<file path="src/rtl/branch_unit.sv">
// Multicycle branch resolution unit: compares operands CHUNK bits per cycle, MSB first, with early exit.
// Optional define BRANCH_UNIT_MISALIGN_EN builds the taken-target misalignment check.
module branch_unit #(
  parameter int XLEN  = 32,
  parameter int CHUNK = 8
) (
  input  logic            clk,
  input  logic            rst,
  input  logic            req_valid,
  output logic            req_ready,
  input  logic [XLEN-1:0] rs1,
  input  logic [XLEN-1:0] rs2,
  input  logic [2:0]      func3,
  input  logic [XLEN-1:0] pc,
  input  logic [XLEN-1:0] imm,
  output logic            resp_valid,
  input  logic            resp_ready,
  output logic            take_branch,
  output logic [XLEN-1:0] target,
  output logic            misaligned
);

  localparam int NCHUNK = XLEN / CHUNK;
  localparam int IDX_W  = (NCHUNK > 1) ? $clog2(NCHUNK) : 1;
  localparam logic [IDX_W-1:0] IDX_TOP  = IDX_W'(NCHUNK - 1);
  localparam logic [XLEN-1:0]  SIGN_BIT = {1'b1, {(XLEN-1){1'b0}}};

  typedef enum logic [1:0] {
    IDLE,
    CMP,
    DONE
  } state_t;

  state_t            state;
  logic [XLEN-1:0]   rs1_q;
  logic [XLEN-1:0]   rs2_q;
  logic [2:0]        func3_q;
  logic [IDX_W-1:0]  idx;
  logic [XLEN-1:0]   target_q;
  logic              take_q;
  logic              accept;
  logic              req_signed;

  logic [CHUNK-1:0]  a_chunk;
  logic [CHUNK-1:0]  b_chunk;
  logic              chunk_ne;
  logic              chunk_lt;
  logic              last_chunk;
  logic              invalid_op;
  logic              decided;
  logic              take_next;

  function automatic logic resolve(input logic [2:0] f, input logic eq, input logic lt);
    logic r;
    case (f)
      3'b000:         r = eq;
      3'b001:         r = !eq;
      3'b100, 3'b110: r = lt;
      3'b101, 3'b111: r = !lt;
      default:        r = 1'b0;
    endcase
    return r;
  endfunction

  assign req_ready   = (state == IDLE) && !rst;
  assign resp_valid  = (state == DONE);
  assign accept      = req_valid && req_ready;
  assign take_branch = take_q;
  assign target      = target_q;
  assign req_signed  = (func3[2:1] == 2'b10);

  // Operands shift left each cycle, so the chunk under test is always the top one.
  always_comb begin
    a_chunk    = rs1_q[XLEN-1 -: CHUNK];
    b_chunk    = rs2_q[XLEN-1 -: CHUNK];
    chunk_ne   = (a_chunk != b_chunk);
    chunk_lt   = (a_chunk < b_chunk);
    last_chunk = (idx == '0);
    invalid_op = (func3_q[2:1] == 2'b01);
    decided    = invalid_op || chunk_ne || last_chunk;
    take_next  = resolve(func3_q, !chunk_ne, chunk_ne && chunk_lt);
  end

  // NOTE: operand/func3 registers carry no reset; they are always loaded on accept before use.
  always_ff @(posedge clk) begin
    if (accept) begin
      // Flipping the sign bit turns a signed compare into an unsigned one.
      rs1_q   <= rs1 ^ (req_signed ? SIGN_BIT : '0);
      rs2_q   <= rs2 ^ (req_signed ? SIGN_BIT : '0);
      func3_q <= func3;
    end else if (state == CMP && !decided) begin
      rs1_q <= rs1_q << CHUNK;
      rs2_q <= rs2_q << CHUNK;
    end
  end

  // NOTE: all sequential state uses non-blocking assignments so every register samples pre-edge values.
  always_ff @(posedge clk or posedge rst) begin
    if (rst) begin
      state    <= IDLE;
      idx      <= '0;
      target_q <= '0;
      take_q   <= 1'b0;
    end else begin
      case (state)
        IDLE: begin
          if (accept) begin
            target_q <= pc + imm;
            idx      <= IDX_TOP;
            state    <= CMP;
          end
        end
        CMP: begin
          if (decided) begin
            take_q <= take_next;
            state  <= DONE;
          end else begin
            idx <= idx - 1'b1;
          end
        end
        DONE: begin
          if (resp_ready) state <= IDLE;
        end
        default: state <= IDLE;
      endcase
    end
  end

`ifdef BRANCH_UNIT_MISALIGN_EN
  logic mis_q;

  always_ff @(posedge clk or posedge rst) begin
    if (rst) begin
      mis_q <= 1'b0;
    end else if (state == CMP && decided) begin
      mis_q <= take_next && (target_q[1:0] != 2'b00);
    end
  end

  assign misaligned = mis_q;
`else
  assign misaligned = 1'b0;
`endif

endmodule

</file>
<file path="config.mk">
export PLATFORM = sky130hd
export DESIGN_NAME = branch_unit
export DESIGN_NICKNAME = d
export VERILOG_FILES = /design/src/rtl/branch_unit.sv
export SDC_FILE = /design/constraint.sdc
export NUM_CORES = 1
export LEC_CHECK = 0
export ABC_CLOCK_PERIOD_IN_PS = 5700
export CAP_MARGIN = 25
export CORE_AREA = 5 5 163 165
export DETAILED_ROUTE_END_ITERATION = 7
export DIE_AREA = 0 0 168 170
export HOLD_SLACK_MARGIN = 0.15
export PLACE_DENSITY = 0.54
export SETUP_SLACK_MARGIN = 0.5
export SYNTH_ARGS = -nofsm -noshare
export SYNTH_HDL_FRONTEND = slang
export SYNTH_SLANG_ARGS = --single-unit
</file>
<file path="constraint.sdc">
create_clock -name clk -period 5.7 [get_ports clk]
set_input_delay 1.425 -clock clk [delete_from_list [all_inputs] [get_ports clk]]
set_output_delay 1.425 -clock clk [all_outputs]
set_load 0.02 [all_outputs]
</file>
# Word level (Yosys, flattened, before mapping)
# Index checks and enable logic that the tools add are counted.
# word_totals
output_inout_bits	36
wordCells	60
ff_bits	104
in_bits	135
# op_classes
bitwise	2
order_cmp	1
eq_ne	14
addsub	2
reduce_logical	21
mux	13
# op_table
cell	n
32-bit two-way mux	5
32-bit bitwise XOR	2
32-bit adder	1
3-bit == test (second input constant)	4
2-bit two-way mux	5
8-bit less-than comparator	1
8-bit inequality test	1
2-bit inequality test (second input constant)	3
2-bit one-hot mux with 3 select lines	1
3-bit AND reduction	2
2-bit by 1-bit == test with 1-bit output (second input constant)	2
2-bit == test (second input constant)	2
1-bit logical AND	4
1-bit logical NOT	4
2-bit logical NOT	2
1-bit one-hot mux with 4 select lines	1
2-bit one-hot mux with 2 select lines	1
2-bit AND reduction	2
2-bit nonzero test	2
2-bit OR reduction	2
3-bit by 1-bit == test with 1-bit output (second input constant)	1
3-bit logical NOT	1
1-bit logical OR	2
2-bit by 1-bit inequality test with 1-bit output (second input constant)	1
2-bit by 1-bit subtractor with 2-bit output (second input constant)	1

# Logic depth before layout (Yosys ltp)
# Gate-level depths: netlist of run 1.
# logic_depth
depth_word	7
depth_mapped	9
ltp_nobuf	9

# Least setup slack after synthesis of run 1
# Ideal clock, no wire load.
# synth_path
path_kind	input -> register
start	input port rst
end	register rs1_q[0], enable pin
path_slack_ps	1501
required_time_ps	5012
arrival_time_ps	3511
setup_time_ps	688
path_buffers	3
path_stages	6
path_cell_list	nor3_2 > nand2_1 > clkbuf_1 > clkbuf_1 > clkbuf_1 > nand2_1
# synth_via
elab_chain_cells	4
# synth_rtl
item	line	source
start, declared	8	input logic rst,
1-bit logical NOT (no source line)	-	
1-bit logical AND	65	assign req_ready = (state == IDLE) && !rst;
1-bit logical AND	67	assign accept = req_valid && req_ready;
2-bit nonzero test (no source line)	-	
end signal, assigned	88	rs1_q <= rs1 ^ (req_signed ? SIGN_BIT : '0);
end signal, assigned	92	rs1_q <= rs1_q << CHUNK;
end, declared	35	logic [XLEN-1:0] rs1_q;
# No other way between the ends.
# A chain may end at the register's enable or synchronous reset.

# Worst setup path after layout of run 1
# layout_path
start	input port rst
end	output port req_ready
# layout_via
elab_chain_cells	2
# layout_rtl
item	line	source
1-bit logical NOT (no source line)	-	
1-bit logical AND	65	
end, declared	10	output logic req_ready,
# No other way between the ends.

==> results of run 1 <==
## area by class of cell
type	instances	share of cell area (%)
clock buffer	10	2.690
clock inverter	6	1.058
inverter	23	1.014
multi-input combinational	504	35.30
sequential	104	34.51
tap	330	4.850
timing repair buffer	177	20.58
## metrics by stage
step / instances / power (mW) / utilization (%)
after floorplan: 661 / 1.412 / -
after global placement: 1138 / 1.783 / 32.92
after detailed placement: 1138 / 1.790 / 32.92
after CTS: 1154 / 2.493 / 34.20
after global routing: 1154 / 2.596 / 34.20
final: 1154 / 2.446 / 34.20
## flip-flops by register name, indices dropped and copies added, names as in the netlist
| signal | cells |
|---|---|
| state | 2 |
| func3_q | 3 |
| rs2_q | 32 |
| target | 32 |
| idx | 2 |
| rs1_q | 32 |
| take_branch | 1 |
## worst paths after layout
path                                            start                endpoint  slack [ps]  depth (start not counted)
worst max-delay path                              rst               req_ready        1360                          4
worst min-delay path            target[1]$_DFFE_PP0P_   target[1]$_DFFE_PP0P_         480                          2
worst min register to register  target[1]$_DFFE_PP0P_   target[1]$_DFFE_PP0P_         480                          2
min in group asynchronous                         rst    state[1]$_DFFE_PP0P_        1560                          3
worst max register to register    rs2_q[29]$_DFFE_PP_  rs2_q[5]$_SDFFCE_PN0P_        2920                          7
max in group asynchronous                         rst  target[14]$_DFFE_PP0P_        3770                          3
## cell families after synthesis
| group | synth area share, % |
|---|---|
| flip-flops | 47.85 |
| AO/OA/AOI/OAI | 15.24 |
| other | 0.06108 |
| buffers and inverters | 3.362 |
| multiplexers | 0.5095 |
| XOR/XNOR | 3.709 |
| AND/OR/NAND/NOR | 20.79 |
| adder cells (fa/ha/maj) | 8.478 |
## cells in the final DEF (no fill, tap or decap), drive strengths merged, types with 14 or more instances in the layout
cell type        n
o21ai           47
inv             24
nor2            17
and3            20
dfrtp           37
clkdlybuf4s50  169
ha              40
a21oi           38
a21o            14
edfxtp          67
nand2          201
## worst max-delay path: stages
cell and delay, ps:
clkdlybuf4s50_1 450, nor3_2 120, buf_4 260, clkdlybuf4s50_1 650
## per-layer routing
metal	wire [microns]	GRT usage, %	up-vias
met2	8213	19.72	123
met4	260	3.282	0
met1	7845	15.32	2365
met3	926	2.671	15
met5	0	0	-
li1	-	-	2645
## power breakdown
group	leakage, nW	total [mW]	internal [mW]	switching (mW)
logic	2.36	0.775	0.366	0.409
registers	1.08	0.984	0.928	0.0562
clock network	0.153	0.687	0.389	0.298
==> impl_metrics.ini, run 1 <==
[min_path]
hold_class = register to register

[die]
die_area_sq_um = 28560
die_y_microns = 170
ios = 171
initial_core_util_pct = 24.67
placementRows = 58
dieWidth_microns = 168
coreArea_sq_um = 24890

[placed_design]
io_buffers = 169
placed_cell_area_sq_um = 8194
post-place-ws_ps = 1340
gp_congestion = 0.7951
post-dp-hpwl_microns = 13130

[sta]
max_freq_ghz = 0.2304
slew_viol_final = 0
clock_skew_ps = 8.892
worst_pin_slew_ps = 698.9
setup_violations = 0
setup_ws_ps = 1359
maxSlewHeadroom_pct = 53.34
finalSetupTns_ps = 0
fin_crit_sh_pct = 76.16
period_minus_slack_ps = 4341
hold_viol = 0
grt_setup_unrepaired = no
holdWs_ps = 477.5

[clocking]
ctsHoldBuffers = 0
tritoncts = yes
clock-sinks = 104
clk_latency_ps = 350
cts.clk_slew.worst_paths_ps = 70
cts_buffers = 9
clk_path_buf_depth = 2
clock-root-buffer = clkbuf_16
htreeDepth = 3
cts_setup_buffers = 0
cts_resized = 0

[routing]
antenna_left = 0
dr.pass1.iters = 4
wl_microns = 17250
first_iter_violations = 232
vias_per_cell = 4.461
num_vias = 5148
drc = 0
routedWlPerCell_microns = 14.94

[finish]
drive_above_1_share_pct = 4.490
area_growth_pct = 38.66
multi_input_area_sq_um = 3005
regArea_sq_um = 2938
n_fill_cell = 2603
finalInstanceArea_sq_um = 8513
diodes = 0
num-nets-final = 995

[synth]
syn_area_sq_um = 6140
yosys_register_bits = 104
synth_edf_count = 67
synth.most_common_cell = nand2_1
syn-num-nets = 837
yosys.area.top_type = edfxtp_1
synth-seq-area-share_pct = 47.85
yosys_warnings = 0
synth_top_area_share_pct = 32.77
avgSynthCellArea_sq_um = 9.288
synthTopCellsByCount = nand2_1 (201), edfxtp_1 (67), ha_1 (40)
synth.area.top_cells = edfxtp_1 (33%), dfrtp_1 (15%), nand2_1 (12%)
async_flop_share_pct = 35.58
synth_ff_type = edfxtp_1
syn-instance-count = 661
synth_cell_types = 57

[worst_setup_path]
cp.arrival_ps = 2920
end_kind = output port
critPathMaxFanout = 18
start_kind = input port
crit_type = input port to output port
critical_path_required_ps = 4280

[global_route]
grt_use_total_pct = 11.76
grt_pass1_wl_microns = 27050
overflow = 0
grt_pass1_vias = 5125
antenna_found_initial = 0
grt_max_degree = 54

[power_and_ir_drop]
cellPowerDensity_nw_per_um2 = 287.3
leakage_nw = 3.593
ir_drop_mv = 0.1359

[status]
outcome = completed

[job]
cap_viol_max_count = 0
Power figures use the tool's default switching activity.
==> run 2: changes to the inputs <==
--- a/config.mk
+++ b/config.mk
@@ -5,7 +5,7 @@
 export SDC_FILE = /design/constraint.sdc
 export NUM_CORES = 1
 export LEC_CHECK = 0
-export ABC_CLOCK_PERIOD_IN_PS = 5700
+export ABC_CLOCK_PERIOD_IN_PS = 4530
 export CAP_MARGIN = 25
 export CORE_AREA = 5 5 163 165
 export DETAILED_ROUTE_END_ITERATION = 7
==> constraint.sdc (replaced) <==
create_clock -name clk -period 4.53 [get_ports clk]
set_input_delay 1.1325 -clock clk [delete_from_list [all_inputs] [get_ports clk]]
set_output_delay 1.1325 -clock clk [all_outputs]
set_load 0.02 [all_outputs]
==> run 2 against run 1 <==
Against the previous run:
- first-iteration DRC count rose by 6.0%
- combinational power up 26%
- non-clock buffer count rose by 2
- clock-buffer cell count down 1
- sequential share of layout area hardly changed
- clock power up 13%
- critical endpoint unchanged
- final area about the same
- global-route usage fell by 0.083 points
- via count is 0.45% lower
- cell count rose by 0.35%
==> impl_metrics.ini, run 2 (synthesis gave the netlist of run 1 again) <==
[min_path]
hold_class = register to register
min_to = target[0]$_DFFE_PP0P_
hp-start = target[0]$_DFFE_PP0P_
hold_depth = 2

[global_route]
overflow = 0
grt_pass1_vias = 5114
antenna_found_initial = 2
grt_max_degree = 70
grt_pass1_wl_microns = 26900
grt_use_total_pct = 11.68

[worst_setup_path]
critPathMaxFanout = 2
crit_top_cell = clkdlybuf4s50_1
cp.arrival_ps = 2560
end_kind = output port
cpMaxStageDelayCell = clkdlybuf4s50_1
crit_type = input port to output port
cpPeakStageDelay_ps = 730
r2r_setup_slack_ps = 2230
worstReg2RegStart = state[0]$_DFFE_PP0P_
r2r_cells = 6
path_cells = clkdlybuf4s50_1 > nor3_2 > clkdlybuf4s50_1
critical_path_required_ps = 3400
start_kind = input port
r2r-end = target[29]$_DFFE_PP0P_

[clocking]
clock-root-buffer = clkbuf_16
ctsHoldBuffers = 0
cts_buffers = 9
tritoncts = yes
cts_setup_buffers = 0
clk_latency_ps = 360
cts.clk_slew.worst_paths_ps = 70
cts_resized = 0
htreeDepth = 3
clk_path_buf_depth = 2
clock-sinks = 104

[power_and_ir_drop]
internal_power_mw = 2.015
cellPowerDensity_nw_per_um2 = 351.5
power_switching_uw = 977.2
ir_drop_mv = 0.2033
sw_frac_of_total_pct = 32.66
leakage_nw = 3.590
power_frac_seq_pct = 41.4
clkPwrFrac_pct = 25.9
pwr-share-comb_pct = 32.7

[routing]
dr.pass1.iters = 4
antenna_left = 0
num_vias = 5125
first_iter_violations = 246
routedWlPerCell_microns = 14.60
drc = 0
vias_per_cell = 4.426
wl_microns = 16910

[sta]
setup_violations = 0
slew_viol_final = 0
maxSlewHeadroom_pct = 54.18
hold_viol = 0
setup_ws_ps = 833.7
grt_setup_unrepaired = no
worst_pin_slew_ps = 687.3
clock_skew_ps = 10.35
max_freq_ghz = 0.2705
finalSetupTns_ps = 0
fin_crit_sh_pct = 81.60
period_minus_slack_ps = 3696

[die]
placementRows = 58
ios = 171
die_area_sq_um = 28560
die_y_microns = 170
dieWidth_microns = 168
coreArea_sq_um = 24890
initial_core_util_pct = 24.67

[job]
cap_viol_max_count = 0

[placed_design]
post-place-ws_ps = 473.6
post-dp-hpwl_microns = 12950
gp_congestion = 0.8135
io_buffers = 169
dp.cells = 1140

[finish]
n_fill_cell = 2580
layout_commonest_cell = nand2_1
stdcell_count = 1158
area_growth_pct = 38.64
fin_util_pct = 34.20
num-nets-final = 997
drive_above_1_share_pct = 4.722
mostFrequentLayoutCells = nand2_1 (199), clkdlybuf4s50_1 (169), edfxtp_1 (67)

[status]
outcome = completed
-- run 2: layout make-up --
cell class	count	area (sq um)	share of cell area, %
clock buffer	9	225.2	2.646
antenna	2	5.005	0.05880
multi-input combinational	504	3005	35.31
clock inverter	7	60.06	0.7056
sequential	104	2938	34.51
tap	330	412.9	4.851
timing repair buffer	179	1779	20.90
inverter	23	86.33	1.014
-- run 2: through the flow --
step           hold WS [ps]  total power, mW  instance area [sq um]
2_1_floorplan         485.1            1.776                   6140
3_3_place_gp          458.7            2.250                   8222
3_5_place_dp          463.4            2.255                   8222
4_1_cts               483.0            3.052                   8507
5_1_grt               499.0            3.191                   8512
6_report              475.4            2.992                   8512
-- run 2: worst max path at each step --
stage,startpoint,end
after CTS,rst,req_ready
after floorplan,rst,rs1_q[0]$_SDFFCE_PN0P_
after global routing,pc[0],target[28]$_DFFE_PP0P_
final,rst,req_ready
after detailed placement,pc[0],target[28]$_DFFE_PP0P_
after global placement,pc[0],target[28]$_DFFE_PP0P_
-- run 2: routing by layer --
layer / up-vias / GRT usage (%) / share of wire (%)
met2: 119 / 19.60 / 48
met5: - / 0 / 0
li1: 2660 / - / -
met3: 13 / 2.787 / 5.2
met4: 0 / 3.105 / 1.6
met1: 2333 / 15.18 / 45
-- run 2: worst max-delay path: cells and delay by family --
family / cells / cell delay [ps]
buffers and inverters: 2 / 1180
AND/OR/NAND/NOR: 1 / 250
-- run 2: power by group through the flow --
stage | sequential, mW | clock, mW | combinational (mW)
floorplan | 1.37 | 0 | 0.408
global placement | 1.26 | 0 | 0.990
detailed placement | 1.26 | 0 | 0.992
CTS | 1.24 | 0.814 | 0.995
global route | 1.26 | 0.857 | 1.08
finish | 1.24 | 0.775 | 0.977
==> run 3: changes to the inputs <==
--- a/config.mk
+++ b/config.mk
@@ -5,7 +5,7 @@
 export SDC_FILE = /design/constraint.sdc
 export NUM_CORES = 1
 export LEC_CHECK = 0
-export ABC_CLOCK_PERIOD_IN_PS = 4530
+export ABC_CLOCK_PERIOD_IN_PS = 3600
 export CAP_MARGIN = 25
 export CORE_AREA = 5 5 163 165
 export DETAILED_ROUTE_END_ITERATION = 7
==> constraint.sdc (replaced) <==
create_clock -name clk -period 3.6 [get_ports clk]
set_input_delay 0.9 -clock clk [delete_from_list [all_inputs] [get_ports clk]]
set_output_delay 0.9 -clock clk [all_outputs]
set_load 0.02 [all_outputs]
==> run 3 against run 2 <==
Against the previous run:
- register-to-register slack worse by 860 ps
- die area stayed put
- combinational power is 30% higher
- final area is 2.4% higher
- largest cell class unchanged
- largest power group unchanged
- highest routed layer unchanged
==> impl_metrics.ini, run 3 (synthesis gave the netlist of run 1 again) <==
[sta]
worst_pin_slew_ps = 463.2
period_minus_slack_ps = 2996
grt_setup_unrepaired = no
clock_skew_ps = 9.512
maxSlewHeadroom_pct = 68.32
slew_viol_final = 0
setup_violations = 0
fin_crit_sh_pct = 83.21
hold_viol = 0
max_freq_ghz = 0.3338
finalSetupTns_ps = 0

[finish]
area_growth_pct = 41.94
layout_commonest_cell = nand2_1
mostFrequentLayoutCells = nand2_1 (199), clkdlybuf4s50_1 (166), edfxtp_1 (67)
drive_above_1_share_pct = 7.509
diodes = 0
num-nets-final = 1010
n_fill_cell = 2580

[global_route]
overflow = 0
met3_usage_pct = 2.973
grt_use_total_pct = 11.97
antenna_found_initial = 0
grt_max_degree = 49
grtUsageMet2_pct = 20.60
grtUsageMet1_pct = 15.31
grt_pass1_vias = 5308
grt_pass1_wl_microns = 27690
busiest_layer = met2

[worst_setup_path]
r2r-end = rs2_q[8]$_DFFE_PP_
r2r_setup_slack_ps = 1370
start_kind = input port
crit_type = input port to register
end_kind = register
critPathMaxFanout = 5
worstReg2RegStart = rs2_q[29]$_DFFE_PP_
r2r_cells = 7
cp.arrival_ps = 3280
critical_path_required_ps = 3890

[clocking]
clock-root-buffer = clkbuf_16
cts_buffers = 9
clock-sinks = 104
ctsHoldBuffers = 0
clk_path_buf_depth = 2
cts.clk_slew.worst_paths_ps = 80
clk_latency_ps = 350
tritoncts = yes
htreeDepth = 3

[min_path]
hp-start = target[17]$_DFFE_PP0P_
min_to = target[17]$_DFFE_PP0P_
hold_class = register to register
hold_depth = 2

[routing]
num_vias = 5211
wl_microns = 17420
routedWlPerCell_microns = 14.90
dr.pass1.iters = 4
antenna_left = 0
vias_per_cell = 4.458
first_iter_violations = 324
drc = 0

[power_and_ir_drop]
cellPowerDensity_nw_per_um2 = 440.5
finalPower_mw = 3.839
ir_drop_mv = 0.2352
leakage_nw = 3.690

[die]
initial_core_util_pct = 24.67
die_y_microns = 170
dieWidth_microns = 168
ios = 171
coreArea_sq_um = 24890
die_area_sq_um = 28560
placementRows = 58

[placed_design]
post-dp-hpwl_microns = 13460
gp_congestion = 0.8160
io_buffers = 169

[job]
cap_viol_max_count = 0

[status]
outcome = completed
==> run 3: how the worst max path moves through the flow <==
stage	startpoint	end	slack, ps	depth (start not counted)
2_1_floorplan	rst	rs1_q[0]$_SDFFCE_PN0P_	520	6
3_3_place_gp	pc[0]	target[28]$_DFFE_PP0P_	-6	11
3_5_place_dp	pc[0]	target[28]$_DFFE_PP0P_	-30	11
4_1_cts	pc[0]	target[16]$_DFFE_PP0P_	520	12
5_1_grt	pc[1]	target[25]$_DFFE_PP0P_	500	11
6_report	pc[1]	target[25]$_DFFE_PP0P_	600	11
==> run 3: power by group <==
part | switching (mW) | internal (mW)
clock network | 0.458 | 0.543
logic | 0.661 | 0.612
registers | 0.0967 | 1.47
total | 1.21 | 2.62
==> run 3: layout make-up <==
class                   instances  area [sq um]  area share [%]
inverters                      23         86.33          0.9907
flip-flops and latches        104          2938           33.71
repair buffers                192          1897           21.77
multi-input cells             504          3087           35.42
clock inverters                 6         65.06          0.7466
well taps                     330         412.9           4.738
clock buffers                  10         229.0           2.627
==> run 3: through the flow <==
stage	instances	instance area (sq um)	utilization [%]	setup slack [ps]	hold slack, ps
finish	1169	8715	35.01	604.5	480.8
global placement	1151	8317	33.41	-5.611	456.7
floorplan	661	6142	-	517.6	485.1
global route	1169	8715	35.01	504.0	512.7
CTS	1167	8628	34.66	519.0	487.7
detailed placement	1151	8317	33.41	-30.86	470.7
==> run 3: worst max-delay path: stages <==
cell	delay, ps
clkdlybuf4s50_1	470
ha_1	320
a211oi_1	70
buf_4	140
o211ai_2	210
a22oi_4	150
nor3_2	220
nor3b_2	70
buf_4	170
or4_1	460
nand3_1	100
==> run 3: routing by layer <==
metal	routed length, microns	up-vias	share of wire, %
met1	7756	2406	45
met3	836	11	4.8
met5	0	-	0
met2	8600	119	49
met4	224	0	1.3
li1	-	2675	-
==> run 3: what timing repair did <==
item / in CTS / in global routing
gates resized for setup: 5 / 13
setup buffers: 0 / 2
setup endpoints to repair: 8 / 11
pin swaps: 3 / 11
